[src/rtl/moody_pkg.sv]
// Shared encodings for the mood engine: physical states, 2-bit level classes
// and the fixed channel roles.
package moody_pkg;

  typedef enum logic [1:0] {
    AWAKE  = 2'b00,
    ASLEEP = 2'b01,
    DYING  = 2'b10,
    DEAD   = 2'b11
  } phys_state_e;

  localparam logic [1:0] CLS_LOW      = 2'b00;
  localparam logic [1:0] CLS_MODERATE = 2'b01;
  localparam logic [1:0] CLS_ELEVATED = 2'b10;
  localparam logic [1:0] CLS_HIGH     = 2'b11;

  localparam int CH_ENERGY = 0;
  localparam int CH_STRESS = 1;

endpackage

[src/rtl/mood_channel.sv]
// One saturating drive channel: applies a signed -2..+2 delta per enabled
// step, or a single homeostatic step toward INIT when leak_en_i is set.
module mood_channel #(
  parameter int unsigned  W    = 7,
  parameter logic [W-1:0] INIT = '0
) (
  input  logic              clk,
  input  logic              rst,
  input  logic              en_i,
  input  logic signed [2:0] delta_i,
  input  logic              leak_en_i,
  output logic [W-1:0]      value_o
);

  logic [W-1:0] value_q, value_d;
  logic [W+1:0] sum;

  // Two guard bits: bit W+1 flags underflow below zero, bit W flags overflow.
  always_comb begin
    sum     = {2'b00, value_q} + {{(W-1){delta_i[2]}}, delta_i};
    value_d = value_q;
    if (leak_en_i) begin
      if (value_q > INIT) begin
        value_d = value_q - W'(1);
      end else if (value_q < INIT) begin
        value_d = value_q + W'(1);
      end
    end else if (sum[W+1]) begin
      value_d = '0;
    end else if (sum[W]) begin
      value_d = '1;
    end else begin
      value_d = sum[W-1:0];
    end
  end

  always_ff @(posedge clk) begin
    if (rst) begin
      value_q <= INIT;
    end else if (en_i) begin
      value_q <= value_d;
    end
  end

  assign value_o = value_q;

endmodule

[src/rtl/mood_state_engine.sv]
// Drive channels plus physical-state FSM and heartbeat generator, all advancing
// only on clk edges qualified by tick_in.
module mood_state_engine
  import moody_pkg::*;
#(
  parameter int unsigned           N_CH        = 3,
  parameter int unsigned           W           = 7,
  parameter logic [N_CH*W-1:0]     INIT_VALS   = {7'd64, 7'd0, 7'd96},
  parameter int unsigned           LEAK_PERIOD = 8,
  parameter int unsigned           DYING_TICKS = 4,
  parameter int unsigned           HB_BASE     = 16,
  parameter int unsigned           HB_CNT_W    = 8
) (
  input  logic                clk,
  input  logic                rst,
  input  logic                tick_in,
  input  logic [N_CH-1:0]     stim_inc,
  input  logic [N_CH-1:0]     stim_dec,
  output logic [N_CH*W-1:0]   level,
  output logic [N_CH*2-1:0]   level_cls,
  output logic [1:0]          state,
  output logic                heartbeat,
  output logic                dead
);

  localparam int unsigned LEAK_W = (LEAK_PERIOD > 1) ? $clog2(LEAK_PERIOD) : 1;
  localparam int unsigned DY_W   = (DYING_TICKS > 1) ? $clog2(DYING_TICKS) : 1;

  phys_state_e         state_q, state_d;
  logic [LEAK_W-1:0]   leak_cnt_q, leak_cnt_d;
  logic [DY_W-1:0]     dying_cnt_q, dying_cnt_d;
  logic [HB_CNT_W-1:0] hb_cnt_q, hb_cnt_d, hb_period;
  logic                adv, leak_hit, state_change, hb_match;
  logic [W-1:0]        energy, stress;
  logic [1:0]          ecls, scls;
  logic signed [2:0]   fsm_delta [N_CH];
  logic [N_CH-1:0]     fsm_term;

  // DEAD freezes the whole model, so it is folded into the step enable.
  assign adv    = tick_in && (state_q != DEAD);
  assign energy = level[CH_ENERGY*W +: W];
  assign stress = level[CH_STRESS*W +: W];
  assign ecls   = energy[W-1 -: 2];
  assign scls   = stress[W-1 -: 2];

  assign leak_hit   = (leak_cnt_q == LEAK_W'(LEAK_PERIOD - 1));
  assign leak_cnt_d = leak_hit ? '0 : leak_cnt_q + LEAK_W'(1);

  always_comb begin
    for (int i = 0; i < int'(N_CH); i++) begin
      fsm_delta[i] = '0;
    end
    fsm_term = '0;
    unique case (state_q)
      AWAKE: begin
        if (!stim_inc[CH_ENERGY]) begin
          fsm_delta[CH_ENERGY] = -3'sd1;
          fsm_term[CH_ENERGY]  = 1'b1;
        end
      end
      ASLEEP: begin
        fsm_delta[CH_ENERGY] = 3'sd1;
        fsm_delta[CH_STRESS] = -3'sd1;
        fsm_term[CH_ENERGY]  = 1'b1;
        fsm_term[CH_STRESS]  = 1'b1;
      end
      DYING: begin
        fsm_delta[CH_ENERGY] = -3'sd1;
        fsm_term[CH_ENERGY]  = 1'b1;
      end
      DEAD: ;
    endcase
  end

  always_comb begin
    state_d     = state_q;
    dying_cnt_d = dying_cnt_q;
    unique case (state_q)
      AWAKE: begin
        if (energy == '0) begin
          state_d = DYING;
        end else if (ecls == CLS_LOW && scls <= CLS_MODERATE) begin
          state_d = ASLEEP;
        end
      end
      ASLEEP: begin
        if (energy == '0) begin
          state_d = DYING;
        end else if (ecls == CLS_HIGH || scls == CLS_HIGH) begin
          state_d = AWAKE;
        end
      end
      DYING: begin
        if (energy != '0) begin
          state_d     = AWAKE;
          dying_cnt_d = '0;
        end else if (dying_cnt_q == DY_W'(DYING_TICKS - 1)) begin
          state_d = DEAD;
        end else begin
          dying_cnt_d = dying_cnt_q + DY_W'(1);
        end
      end
      DEAD: ;
    endcase
  end

  always_comb begin
    hb_period = HB_CNT_W'(4 * HB_BASE);
    unique case (state_q)
      AWAKE: begin
        hb_period = HB_CNT_W'(HB_BASE) >> scls;
        if (hb_period == '0) begin
          hb_period = HB_CNT_W'(1);
        end
      end
      ASLEEP:  hb_period = HB_CNT_W'(2 * HB_BASE);
      default: ;
    endcase
  end

  // >= also catches a count left above a period that just shrank with stress.
  assign hb_match     = (hb_cnt_q >= hb_period - HB_CNT_W'(1));
  assign state_change = adv && (state_d != state_q);
  assign hb_cnt_d     = (state_change || hb_match) ? '0 : hb_cnt_q + HB_CNT_W'(1);
  // Combinational so the beat lands exactly on the qualifying tick cycle.
  assign heartbeat    = adv && !rst && hb_match && !state_change;

  always_ff @(posedge clk) begin
    if (rst) begin
      state_q     <= AWAKE;
      leak_cnt_q  <= '0;
      dying_cnt_q <= '0;
      hb_cnt_q    <= '0;
    end else if (adv) begin
      state_q     <= state_d;
      leak_cnt_q  <= leak_cnt_d;
      dying_cnt_q <= dying_cnt_d;
      hb_cnt_q    <= hb_cnt_d;
    end
  end

  genvar gi;
  for (gi = 0; gi < N_CH; gi++) begin : g_ch
    logic signed [2:0] delta;
    logic              contrib;

    assign delta   = fsm_delta[gi] + $signed({2'b00, stim_inc[gi]})
                   - $signed({2'b00, stim_dec[gi]});
    assign contrib = stim_inc[gi] | stim_dec[gi] | fsm_term[gi];

    mood_channel #(
      .W    (W),
      .INIT (INIT_VALS[gi*W +: W])
    ) u_ch (
      .clk       (clk),
      .rst       (rst),
      .en_i      (adv),
      .delta_i   (delta),
      .leak_en_i (leak_hit && !contrib),
      .value_o   (level[gi*W +: W])
    );

    assign level_cls[gi*2 +: 2] = level[gi*W + W - 2 +: 2];
  end

  assign state = state_q;
  assign dead  = (state_q == DEAD);

endmodule

[config.mk]
export PLATFORM = sky130hd
export DESIGN_NAME = mood_state_engine
export DESIGN_NICKNAME = d
export VERILOG_FILES = /design/src/rtl/moody_pkg.sv /design/src/rtl/mood_channel.sv /design/src/rtl/mood_state_engine.sv
export SDC_FILE = /design/constraint.sdc
export NUM_CORES = 1
export LEC_CHECK = 0
export CORE_ASPECT_RATIO = 0.75
export CORE_MARGIN = 3
export CORE_UTILIZATION = 36
export CTS_CLUSTER_SIZE = 28
export DETAILED_ROUTE_END_ITERATION = 12
export HOLD_SLACK_MARGIN = 0.06
export SYNTH_ARGS = -nofsm -noshare
export SYNTH_HDL_FRONTEND = slang
export SYNTH_HIERARCHICAL = 1
export SYNTH_SLANG_ARGS = --single-unit
[constraint.sdc]
create_clock -name clk -period 3.53 [get_ports clk]
set_input_delay 0.706 -clock clk [delete_from_list [all_inputs] [get_ports clk]]
set_output_delay 0.706 -clock clk [all_outputs]
set_load 0.02 [all_outputs]
---- Word-level counts from Yosys, hierarchy flattened ----
Cells that the tools add are included.
word-level totals
  bits in registers ....................... 36
  input port bits ......................... 9
  output and inout port bits .............. 31
  logic and storage cells ................. 112
cells by class
  add/subtract/negate cells ............... 18
  order comparisons ....................... 8
  equality and inequality tests ........... 13
  shift-type cells ........................ 1
  multiplexer cells ....................... 34
  bitwise operators ....................... 5
  reductions and logical operators ........ 26
operators by type and width
  kind                   number
  $mux W7                15
  $add A7 B1 Y7 const B  3
  $sub A7 B1 Y7 const B  3
  $add A8 B3 Y9          2
  $mux W2                8
  $mux W8                2
  $pmux W8 S2            1
  $gt A7 B7 Y1 const B   2
  $lt A7 B7 Y1 const B   2
  $eq A2 B2 Y1 const B   5
  $add A8 B2 Y9          1
  $logic_and A1 B1 Y1    9
  $mux W3                3
  $ne A3 B3 Y1 const B   3
  $pmux W3 S3            1
  $add A8 B1 Y8 const B  1
  $ge A8 B8 Y1           1
  $logic_not A8 Y1       1
  $shr A5 B2 Y8 const A  1
  $sub A8 B1 Y8 const B  1
  $gt A7 B1 Y1 const B   1
  $logic_not A7 Y1       1
  $lt A7 B1 Y1 const B   1
  $reduce_bool A7 Y1     1
  other kinds (20)       36

---- Depth between registers and ports, before layout ----
Gate-level depths: netlist (run 1).
  depth in word-level cells ............... 9
  mapped depth ............................ 19
  mapped depth without buffers ............ 18

---- Hierarchy ----
Netlist (run 1), hierarchy kept.
by module, submodules not included
  module                       instances  cells an instance  area each (um^2)  sequential area each (um^2)
  mood_state_engine            1          194                1561.5            300.3
  mood_channel (g_ch[0].u_ch)  1          131                1019.7            140.1
  mood_channel (g_ch[2].u_ch)  1          121                979.7             140.1
  mood_channel (g_ch[1].u_ch)  1          109                925.9             140.1

---- Worst setup path before layout (run 1) ----
OpenSTA, ideal clock, no wires.
  path type ............................... flip-flop to flip-flop
  start ................................... register state_q[1], in the netlist state[1]
  end ..................................... register g_ch[0].u_ch.value_q[2]
  library setup time ...................... 0.129 ns
  data arrival time ....................... 3.923 ns
  required time ........................... 3.401 ns
  setup slack ............................. -0.522 ns
  cell stages (with the launch flop) ...... 18
  buffers on the path ..................... 1
  clock period less this slack ............ 4.052 ns
  cells stage by stage .................... dfxtp_1 inv_1 ha_1 clkbuf_1 nor2b_1 o21bai_1 ha_1 inv_1 ha_1 inv_1 fa_1 ha_1 nor2b_4 o31a_4 o31ai_4 mux2_4 a32oi_1 a211oi_1
between the ends
  word-level cells in the longest chain between the ends .. 8
  elaborated cells between the ends (all ways) .. 19
  classes of those cells .................. add/sub: 3; eq/ne: 4; mux: 5; bitwise: 1; reduce/logical: 6
RTL lines
  item                                        line                      source
  start: declaration                          mood_state_engine.sv:29   phys_state_e state_q, state_d;
  start signal: assignment                    mood_state_engine.sv:135  state_q <= state_d;
  $eq A2 B2 Y1, or another cell as far along  mood_state_engine.sv:54   unique case (state_q)
  $pmux W3 S3 *                               mood_state_engine.sv:54
  $add A3 B2 Y3 *                             mood_state_engine.sv:147  assign delta = fsm_delta[gi] + $signed({2'b00, stim_inc[gi]})
  $sub A3 B2 Y3 *                             mood_state_engine.sv:148  - $signed({2'b00, stim_dec[gi]});
  net g_ch[0].delta[2]                        mood_state_engine.sv:144  logic signed [2:0] delta;
  $add A8 B3 Y9 *                             mood_channel.sv:20        sum = {2'b00, value_q} + {{(W-1){delta_i[2]}}, delta_i};
  $mux W7                                     mood_channel.sv:30        end else if (sum[W]) begin
  $mux W7 *                                   mood_channel.sv:28        end else if (sum[W+1]) begin
  $mux W7 *                                   mood_channel.sv:22        if (leak_en_i) begin
  end signal: assignment                      mood_channel.sv:41        value_q <= value_d;
  end: declaration                            mood_channel.sv:15        logic [W-1:0] value_q, value_d;
The timed path passes the listed nets; every way through them passes the cells marked *.
A chain may end at the register's enable or synchronous reset.

---- Worst setup path in the final report (run 1) ----
  start ................................... register state_q[0], in the netlist state[0]
  end ..................................... register g_ch[0].u_ch.value_q[6]
The elaborated chain is that of the path after synthesis.

==> results by stage, run 1 <==
Pwr:
- Net switching is ~42% of the power.
- The worst-case IR drop observed on VDD is 0.0001979 V.
- Summed over all cells, the static leakage comes to ~2.5 nW.
- For this design the ratio of total power to cell area is approximately 440 mW/mm^2.
- The sequential group share of total power is roughly a fifth.
- The net load switching power is 1.090 mW.
- The design draws ~2.6 mW.
- The share of total power dissipated in combinational logic is a little over three fifths.
- The cell-internal power is roughly 1.5 mW.
- The clock power share is 17.9%.

Setup path:
- For flop-to-flop paths, the worst setup slack is -0.07 ns.
- In this design, the stage delay of the slowest critical-path cell is 0.52 ns.
- In this run the critical register-to-register path is launched from state[0]$_SDFFE_PP0P_.
- On the critical path, the stage with the largest delay is an instance of sky130_fd_sc_hd__fa_2.
- The highest net fanout along the worst path is 4.
- The worst register-to-register path has a depth of 19.
- The critical path goes through inv_6 -> ha_4 -> nor2b_4 -> o21bai_1 -> ha_1 -> inv_1 -> ha_1 -> inv_1 -> fa_2 -> inv_2 -> inv_2 -> fa_2 -> nor2b_4 -> o31a_4 -> o31ai_4 -> buf_4 -> mux2_4 -> nand4_1 -> a21oi_1.
- The endpoint of the most critical setup path is g_ch[0].u_ch/value_o[6]$_SDFFE_PP1P_.
- The critical path launch point type is a flop.
- The nature of the critical path endpoint is a flop.
- The worst register-to-register path ends at g_ch[0].u_ch/value_o[6]$_SDFFE_PP1P_.
- The worst path required time is approximately 3.7 ns.
- By startpoint and endpoint, the worst setup path is classified as flop to flop.
- The startpoint of the worst setup timing path is state[0]$_SDFFE_PP0P_.
- Data on the critical path arrives at its endpoint at roughly 3.8 ns.

Yosys:
- The synthesized design contains 0 enable-type register cells.
- The mean post-synth cell area is 8.084 sq um.
- The synthesized netlist occupies a cell area of between 0.004 and 0.005 sq mm.
- Yosys printed 6 warnings.
- The most instantiated library cell after synthesis is sky130_fd_sc_hd__ha_1.
- The cell count after synthesis came out at 555.
- After synthesis, flip-flops and latches occupy roughly 16% of the total area.
- Counting flops with an async set or reset pin after synthesis yields a share of 0%.
- In the synthesized netlist the dominant register cell turns out to be sky130_fd_sc_hd__dfxtp_1.
- By count the netlist is led by sky130_fd_sc_hd__ha_1 (59), sky130_fd_sc_hd__nor2_1 (44), sky130_fd_sc_hd__a21oi_1 (38), sky130_fd_sc_hd__inv_1 (38), sky130_fd_sc_hd__dfxtp_1 (36).
- Synthesis instantiated slightly above 80 different standard cells from the library.
- The largest total area in the synthesized netlist belongs to sky130_fd_sc_hd__ha_1.
- The top cell type by area accounts for around 16% of the synthesized area.
- The register bit total from synthesis is 36.
- Yosys attributes the largest share of cell area to sky130_fd_sc_hd__ha_1 (16%), sky130_fd_sc_hd__dfxtp_1 (16%), sky130_fd_sc_hd__a21oi_1 (4.2%), sky130_fd_sc_hd__nor2_1 (3.7%), sky130_fd_sc_hd__nand2b_1 (3.2%).

Timing:
- The slack of the critical path is -0.06714 ns.
- The relative slew slack is between 60% and 70%.
- The peak clock frequency supported by timing is around 280 MHz.
- The count of final setup violators is 6.
- The number of hold-slack violations in the final timing report is 0.
- The routed design could run at a clock period as short as around 3.6 ns.
- On the final layout, the worst clock skew is approximately 0.01 ns.
- The final critical path takes up 101.9% of the cycle.
- The slew at the pin closest to its max-slew limit is between 0.4 and 0.5 ns.
- Setup repair after global routing could not meet its margin everywhere.
- The total count of max-transition violations in the final report came to 0.

Job:
- The max-capacitance violation count is 0.

Hold path:
- The worst hold path belongs to the class flop to flop.

GRT:
- The via count of the first global-routing pass was 4,236.
- The initial antenna violation count is 0.
- The total congestion overflow after global routing is 0.
- The global-route total usage across every layer is between 10% and 20%.
- The first global-routing pass estimated between 20 and 25 mm of wire.
- The maximum number of pins on one net before global-route repair is 39.

Detailed routing:
- The final routed DRC violation total is 0.
- Using the TritonRoute via totals, the vias-per-cell ratio works out to 5.500.
- The number of nets with antenna violations after routing is 0.
- The detailed-router iteration count before antenna repair is 4.
- The routed layout has 4,466 vias.
- The routed length per placed instance is approximately 15 microns.
- After the first detailed-routing iteration, the DRC count stood at slightly above 300.
- The total detailed-routing wirelength is 12.50 mm.

Floorplanning:
- In this run the vertical extent of the chip is between 100 and 150 microns.
- The die area is around 0.014 sq mm.
- The top-level I/O count is 40.
- For this configuration, the core starts out at a cell density of a little under two fifths.
- The placement row count is 34.
- The floorplan core area is around 0.012 sq mm.
- In this run the horizontal extent of the chip is 134.9 microns.

Outcome:
- The checks that failed: setup timing.
- The run finished, with violations left.

Clock network:
- In this run, CTS created clock tree buffers numbering 5.
- For the worst-skew pair, the clock arrives at the later sink with an insertion delay of around 0.28 ns.
- The clock-pin slew reported for the worst setup and hold paths after clock tree synthesis is ~0.06 ns.
- The count of H-tree levels built during CTS is 2.
- The clock sink count is 36.
- The cell sitting at the root of the clock tree is a sky130_fd_sc_hd__clkbuf_16.
- The deepest clock path buffer count is 2.
- TritonCTS built the clock tree.
- Buffers inserted to repair hold after CTS numbered 0.

Layout:
- The footprint of the multi-input gates is around 0.0036 sq mm.
- The antenna diode count is 0.
- The growth of design area from synthesis to finish is 29.20%.
- The net count of the finished layout is between 700 and 800.
- The share of the core filled with cells in the final layout is roughly half.
- The area used by sequential logic in the layout is about 730 sq um.
- Fill cells in the final layout number between 1,000 and 1,500.
- Cells with a size suffix above 1 make up a little over a fifth of the layout.

Placement:
- The count of buffers inserted at the top-level ports is 39.
- The weighted congestion at the end of routability-driven global placement is between 0.8 and 0.9.
- The final HPWL from detailed placement is 9.623 mm.
==> layout make-up <==
| type | instances | share of cell area (%) |
|---|---|---|
| Clock buffer | 6 | 2.396 |
| Multi-Input combinational cell | 458 | 62.79 |
| Sequential cell | 36 | 12.56 |
| Tap cell | 162 | 3.497 |
| Timing Repair Buffer | 109 | 15.89 |
| Clock inverter | 2 | 0.1727 |
| Inverter | 39 | 2.698 |
==> layer usage <==
layer	GRT usage (%)	share of wire (%)
met1	27.01	52
met2	29.27	44
met3	2.390	3.4
met4	2.191	0.18
met5	0	0
==> how the worst min path moves through the flow <==
stage / slack (ns) / from / depth (start not counted) / to
finish: 0.47 / leak_cnt_q[1]$_SDFFE_PP0P_ / 2 / leak_cnt_q[1]$_SDFFE_PP0P_
global route: 0.48 / leak_cnt_q[2]$_SDFFE_PP0P_ / 2 / leak_cnt_q[2]$_SDFFE_PP0P_
CTS: 0.47 / leak_cnt_q[1]$_SDFFE_PP0P_ / 2 / leak_cnt_q[1]$_SDFFE_PP0P_
detailed placement: 0.46 / leak_cnt_q[1]$_SDFFE_PP0P_ / 2 / leak_cnt_q[1]$_SDFFE_PP0P_
global placement: 0.44 / leak_cnt_q[1]$_SDFFE_PP0P_ / 2 / leak_cnt_q[1]$_SDFFE_PP0P_
floorplan: 0.44 / leak_cnt_q[1]$_SDFFE_PP0P_ / 2 / leak_cnt_q[1]$_SDFFE_PP0P_
==> layout by cell type (no fill, tap or decap), types with 3 or more instances in the layout <==
| master | count |
|---|---|
| sky130_fd_sc_hd__o21ai_2 | 3 |
| sky130_fd_sc_hd__fa_1 | 3 |
| sky130_fd_sc_hd__mux2_4 | 3 |
| sky130_fd_sc_hd__inv_1 | 34 |
| sky130_fd_sc_hd__nor4_1 | 6 |
| sky130_fd_sc_hd__xor2_1 | 10 |
| sky130_fd_sc_hd__dfxtp_1 | 34 |
| sky130_fd_sc_hd__nor2b_1 | 6 |
| sky130_fd_sc_hd__xnor2_1 | 12 |
| sky130_fd_sc_hd__clkbuf_16 | 5 |
| sky130_fd_sc_hd__nand4_1 | 8 |
| sky130_fd_sc_hd__ha_4 | 4 |
| sky130_fd_sc_hd__or3_1 | 8 |
| sky130_fd_sc_hd__o21a_1 | 11 |
| sky130_fd_sc_hd__o21bai_1 | 5 |
| sky130_fd_sc_hd__inv_2 | 3 |
| sky130_fd_sc_hd__a21boi_0 | 3 |
| sky130_fd_sc_hd__a21o_1 | 13 |
| sky130_fd_sc_hd__a21oi_1 | 38 |
| sky130_fd_sc_hd__nand2_1 | 24 |
| sky130_fd_sc_hd__fa_2 | 3 |
| sky130_fd_sc_hd__o21ai_1 | 7 |
| sky130_fd_sc_hd__a211o_1 | 4 |
| sky130_fd_sc_hd__buf_4 | 70 |
| sky130_fd_sc_hd__and3_1 | 4 |
| sky130_fd_sc_hd__clkdlybuf4s50_1 | 36 |
| sky130_fd_sc_hd__nand2b_1 | 23 |
| sky130_fd_sc_hd__ha_1 | 53 |
| sky130_fd_sc_hd__a311oi_1 | 10 |
| sky130_fd_sc_hd__a211oi_2 | 3 |
| sky130_fd_sc_hd__nor3b_1 | 3 |
| sky130_fd_sc_hd__nand3_1 | 20 |
| sky130_fd_sc_hd__a31oi_1 | 9 |
| sky130_fd_sc_hd__o211a_1 | 3 |
| sky130_fd_sc_hd__nor3_1 | 12 |
| sky130_fd_sc_hd__a211oi_1 | 6 |
| sky130_fd_sc_hd__nor2_1 | 44 |
| sky130_fd_sc_hd__o211ai_1 | 5 |
| sky130_fd_sc_hd__and2_1 | 4 |
| sky130_fd_sc_hd__o21ai_0 | 24 |
==> state kept, by name, indices dropped and copies added (netlist names) <==
name,count
state,2
leak_cnt_q,3
dying_cnt_q,2
g_ch.u_ch/value_o,21
hb_cnt_q,8
==> what timing repair did <==
item	CTS	global route
pin swaps	4	10
endpoints found under the hold margin	0	0
gates resized for setup	15	15
buffers inserted	2	4
setup endpoints to repair	9	14
cloned	1	0
==> stage by stage <==
stage	cell area [sq um]	worst slack [ns]	instances	hold slack (ns)	TNS, ns
6_report	5797	-0.06714	812	0.4711	-0.3030
5_1_grt	5797	-0.2005	812	0.4845	-1.458
4_1_cts	5703	-0.03277	808	0.4710	-0.05944
3_5_place_dp	5498	-0.6302	797	0.4615	-5.312
3_3_place_gp	5498	-0.5305	797	0.4426	-4.496
2_1_floorplan	4572	-0.02565	556	0.4356	-0.04928
==> critical path: cells and delay by family (launching register included) <==
kind                       cells  cell delay [ns]
DFF                            1             0.38
muxes                          1             0.33
buffers and inverters          6             0.41
adders and majority gates      5             1.31
AOI/OAI and AO/OA              4             0.76
and+or+nand+nor                3             0.30
==> kinds of logic after synthesis <==
kind of cell               after synthesis  share of synthesized area, %
muxes                                    5                         1.394
AOI/OAI and AO/OA                      184                         31.07
DFF                                     36                         16.06
adders and majority gates               65                         19.13
xor gates and xnor gates                22                         4.294
and+or+nand+nor                        179                         21.64
other                                    1                       0.08358
buffers and inverters                   63                         6.330
==> power by group through the flow <==
stage / logic [mW] / registers [mW] / clock network, mW
finish: 1.61 / 0.505 / 0.461
global route: 1.78 / 0.511 / 0.492
CTS: 1.55 / 0.504 / 0.477
detailed placement: 1.51 / 0.512 / 0
global placement: 1.49 / 0.512 / 0
floorplan: 0.971 / 0.564 / 0
No activity file was read; power rests on OpenSTA's default activity.
==> inputs of run 2 (changes only) <==
- CTS_BUF_LIST: unset -> sky130_fd_sc_hd__clkbuf_8 sky130_fd_sc_hd__clkbuf_16
==> results of run 2 <==
No change in the layout: final DEF, timing and power equal those of run 1.
==> variant 1, RTL diff (flow settings as in run 2) <==
The parameter `HB_CNT_W` goes from 8 to 6.
--- a/src/rtl/mood_state_engine.sv
+++ b/src/rtl/mood_state_engine.sv
@@ -9,7 +9,7 @@
   parameter int unsigned           LEAK_PERIOD = 8,
   parameter int unsigned           DYING_TICKS = 4,
   parameter int unsigned           HB_BASE     = 16,
-  parameter int unsigned           HB_CNT_W    = 8
+  parameter int unsigned           HB_CNT_W    = 6
 ) (
   input  logic                clk,
   input  logic                rst,
Formal check against the unedited RTL: same outputs for any inputs over 4 cycles, from zero or initial values and one cycle with rst high; that may be too few to reach the edited logic, so the function may still have changed.
==> variant 1 against run 2 <==
Cell area decreased by 2.2%; global-route usage increased by 0.33 points; area after synthesis decreased by 5.2%; worst hold slack got worse by 0.0088 ns; setup slack improved by 0.11 ns; power decreased by 3.7%; wire length increased by 2.0%; highest routed layer unchanged; sequential cell count decreased by 2.
==> variant 1: results (changes against run 2) <==
flop-to-flop setup slack=0.05 ns (+0.11 ns); DPL Wire Length=9470 um (-1.6%); Slew Limit Headroom=61.4% (-5.3 points); met2 wire len=5530 um (+0.29%); placed insts=766 (-3.9%); period utilisation layout=98.7% (-3.2 points); peak supply drop=233 uV (+18%); outcome=finished clean; All-Layer GR Usage=18.6% (+0.33 points); Place WS=-0.621 ns (+0.00963 ns); sequential power=0.000491 W (-3%); clk buf depth=2 (unchanged); Adder-Cell Fraction of Synth Area=19.6% (+0.46 points); FFs w/ async S/R, synth=0% (unchanged); Netlist cell types=82 (+1.2%); NetSw=0.00106 W (-2.9%); met1 WL=6420 um (-1.7%); first-pass GRT wire length=20200 um (-4.0%); power share of the clock group=18.6% (+0.7 points); DR vias=4364 (-2.3%); met2 Use GR=28.7% (-0.60 points); fraction of layout cells with a size suffix above 1=24.8% (+3.1 points); global placer's final weighted congestion=0.879 (+4.5%); Worst Path Arrival=3.66 ns (-0.10 ns); Reg2Reg Depth=19 (unchanged); CP endpoint=g_ch[0].u_ch/value_o[5]$_SDFFE_PP1P_; met3 GRT Util=3.61% (+1.2 points); post-synthesis compound-gate area fraction=31.2% (+0.17 points); metal3 WL=521 um (+21%); Leakage=2.46 nW (-0.84%); Initial DRC Count=322 (+6.6%); Final nets=703 (-2.8%); Post-synth top cells=57 x ha_1, 44 x nor2_1, 41 x inv_1; met1 GRT Util=26.1% (-0.87 points); top cells by area, synth=ha_1 17%, dfxtp_1 16%, a21oi_1 4.5%, nor2_1 3.9%, inv_1 3.6%; post-synthesis mux area share=1.62% (+0.22 points); Final Routed Wirelength=12700 um (+2.0%); largest net degree at the start of global routing=33 (-15%)
==> variant 1: timing repair <==
action | in CTS | in global routing
resized for setup | 33 | 23
setup endpoints to repair | 8 | 15
hold buffers | 0 | 0
pin swaps | 12 | 19
gates cloned | 1 | 0
buffers inserted | 7 | 8
==> variant 1: final cells by class <==
class                      instances  area (um2)
fill                            1064        5560
multi-input combinational        435        3520
timing repair buffer             113         945
sequential                        34         688
tap                              157         196
inverter                          42         168
clock buffer                       6         139
clock inverter                     2        11.3
==> variant 1: per-stage QoR <==
step,power (W),cell area (um2),TNS [ns]
2_1_floorplan,0.00145,4290,0
3_3_place_gp,0.00187,5220,-4.36
3_5_place_dp,0.00190,5220,-5.28
4_1_cts,0.00242,5500,-1.02
5_1_grt,0.00265,5670,-0.108
6_report,0.00248,5670,0
==> variant 2, RTL diff (config.mk and constraints of run 2) <==
Made on the original files. Add an input register stage for `tick_in`, `stim_inc` and `stim_dec`, cleared by the reset; this delays them by one clock.
--- a/src/rtl/mood_state_engine.sv
+++ b/src/rtl/mood_state_engine.sv
@@ -26,6 +26,22 @@
   localparam int unsigned LEAK_W = (LEAK_PERIOD > 1) ? $clog2(LEAK_PERIOD) : 1;
   localparam int unsigned DY_W   = (DYING_TICKS > 1) ? $clog2(DYING_TICKS) : 1;
 
+  logic tick_q;
+  logic [N_CH-1:0] stim_inc_q;
+  logic [N_CH-1:0] stim_dec_q;
+
+  always_ff @(posedge clk) begin
+    if (rst) begin
+      tick_q     <= '0;
+      stim_inc_q <= '0;
+      stim_dec_q <= '0;
+    end else begin
+      tick_q     <= tick_in;
+      stim_inc_q <= stim_inc;
+      stim_dec_q <= stim_dec;
+    end
+  end
+
   phys_state_e         state_q, state_d;
   logic [LEAK_W-1:0]   leak_cnt_q, leak_cnt_d;
   logic [DY_W-1:0]     dying_cnt_q, dying_cnt_d;
@@ -37,7 +53,7 @@
   logic [N_CH-1:0]     fsm_term;
 
   // DEAD freezes the whole model, so it is folded into the step enable.
-  assign adv    = tick_in && (state_q != DEAD);
+  assign adv    = tick_q && (state_q != DEAD);
   assign energy = level[CH_ENERGY*W +: W];
   assign stress = level[CH_STRESS*W +: W];
   assign ecls   = energy[W-1 -: 2];
@@ -53,7 +69,7 @@
     fsm_term = '0;
     unique case (state_q)
       AWAKE: begin
-        if (!stim_inc[CH_ENERGY]) begin
+        if (!stim_inc_q[CH_ENERGY]) begin
           fsm_delta[CH_ENERGY] = -3'sd1;
           fsm_term[CH_ENERGY]  = 1'b1;
         end
@@ -144,9 +160,9 @@
     logic signed [2:0] delta;
     logic              contrib;
 
-    assign delta   = fsm_delta[gi] + $signed({2'b00, stim_inc[gi]})
-                   - $signed({2'b00, stim_dec[gi]});
-    assign contrib = stim_inc[gi] | stim_dec[gi] | fsm_term[gi];
+    assign delta   = fsm_delta[gi] + $signed({2'b00, stim_inc_q[gi]})
+                   - $signed({2'b00, stim_dec_q[gi]});
+    assign contrib = stim_inc_q[gi] | stim_dec_q[gi] | fsm_term[gi];
 
     mood_channel #(
       .W    (W),
Formal check against the unedited RTL: not equivalent (a bounded check fails within 4 cycles, from zero or initial values and one cycle with rst high).
==> variant 2 against run 2 <==
The flow still finishes with violations (negative setup slack); setup slack better by 0.0063 ns; clock skew down 0.0066 ns; synthesized cell count up 2.3%; area after synthesis up 4.5%; power down 19%; wire length up 5.0%; core utilization down 1.2 points; sequential share of layout area up 2.0 points; sequential cell count up 7; clock power down 3%; cell area up 2.7%; final cell count up 0.74%; critical path type unchanged.
==> variant 2: results (changes against run 2) <==
setup ws final=-0.0609 ns (+0.00625 ns); Worst Path Arrival=3.74 ns (-0.02 ns); Post-DP Area=5500 um2 (about the same); post-synthesis mux area share=1.33% (-0.060 points); first-pass GRT wire length=21300 um (+1.5%); Crit path max-delay family=adder cells; Adder-Cell Fraction of Synth Area=18.3% (-0.82 points); final setup vio count=6 (unchanged); register area share after synthesis=18.4% (+2.3 points); failing checks=negative setup slack; fraction of layout cells with a size suffix above 1=21.6% (-0.067 points); DR vias=4561 (+2.1%); Initial DRC Count=314 (+4.0%); largest net degree at the start of global routing=46 (+18%); outcome=complete, but fails checks; global placer's final weighted congestion=0.826 (-1.8%); Slew @ Worst Pin=0.544 ns (+0.0485 ns); Leakage=2.45 nW (-1.1%); 1st-pass router iterations=5 (+1); number of global-route vias before repair=4277 (+0.97%); wire length per cell=16.0 um (+4.2%); post-CTS resize count=12 (-3); Netlist cell types=82 (+1.2%); Final nets=725 (+0.28%); peak supply drop=293 uV (+48%); post-synthesis compound-gate area fraction=30.0% (-1.1 points); setup bufs post-CTS=1 (-1); Setup TNS=-0.211 ns (+0.0923 ns); XOR/XNOR Fraction of Synth Area=4.11% (-0.18 points); filler cell count=1229 (+8.5%); internal power=0.00127 W (-15%); DPL Wire Length=9770 um (+1.5%)
==> variant 2: cell type report <==
| cell class | count | area [um2] | area share, % |
|---|---|---|---|
| clock buffers | 5 | 125 | 2.10 |
| multi-input cells | 465 | 3750 | 63.0 |
| flip-flops and latches | 43 | 868 | 14.6 |
| well taps | 166 | 208 | 3.49 |
| inverters | 39 | 154 | 2.59 |
| repair buffers | 97 | 837 | 14.1 |
| clock inverters | 3 | 12.5 | 0.210 |
==> variant 2: metrics by stage <==
stage	hold slack (ns)	setup slack, ns	instances
global placement	0.443	-0.0114	791
detailed placement	0.464	-0.0746	791
floorplan	0.419	-0.0296	569
global route	0.502	-0.153	818
finish	0.467	-0.0609	818
CTS	0.473	0.0000835	801
==> variant 2: path summary, 6_finish.rpt <==
| check | end | depth (start not counted) | slack (ns) |
|---|---|---|---|
| max | g_ch[0].u_ch/value_o[2]$_SDFFE_PP0P_ | 17 | -0.06 |
| min reg2reg | leak_cnt_q[1]$_SDFFE_PP0P_ | 2 | 0.47 |
| min | leak_cnt_q[1]$_SDFFE_PP0P_ | 2 | 0.47 |
| max reg2reg | g_ch[0].u_ch/value_o[2]$_SDFFE_PP0P_ | 17 | -0.06 |
==> variant 2: metal layers <==
layer	global-route usage [%]	routed length, um
met1	27.4	6640
met2	26.5	5850
met3	2.94	565
met4	2.33	63
met5	0	0
==> variant 2: power groups by stage <==
| stage | Combinational [W] | Sequential [W] | Clock [W] |
|---|---|---|---|
| 6_report | 0.00108 | 0.000555 | 0.000447 |
| 2_1_floorplan | 0.000675 | 0.000592 | 0 |
| 4_1_cts | 0.00101 | 0.000553 | 0.000464 |
| 3_3_place_gp | 0.000965 | 0.000562 | 0 |
| 5_1_grt | 0.00119 | 0.000559 | 0.000481 |
| 3_5_place_dp | 0.000988 | 0.000563 | 0 |
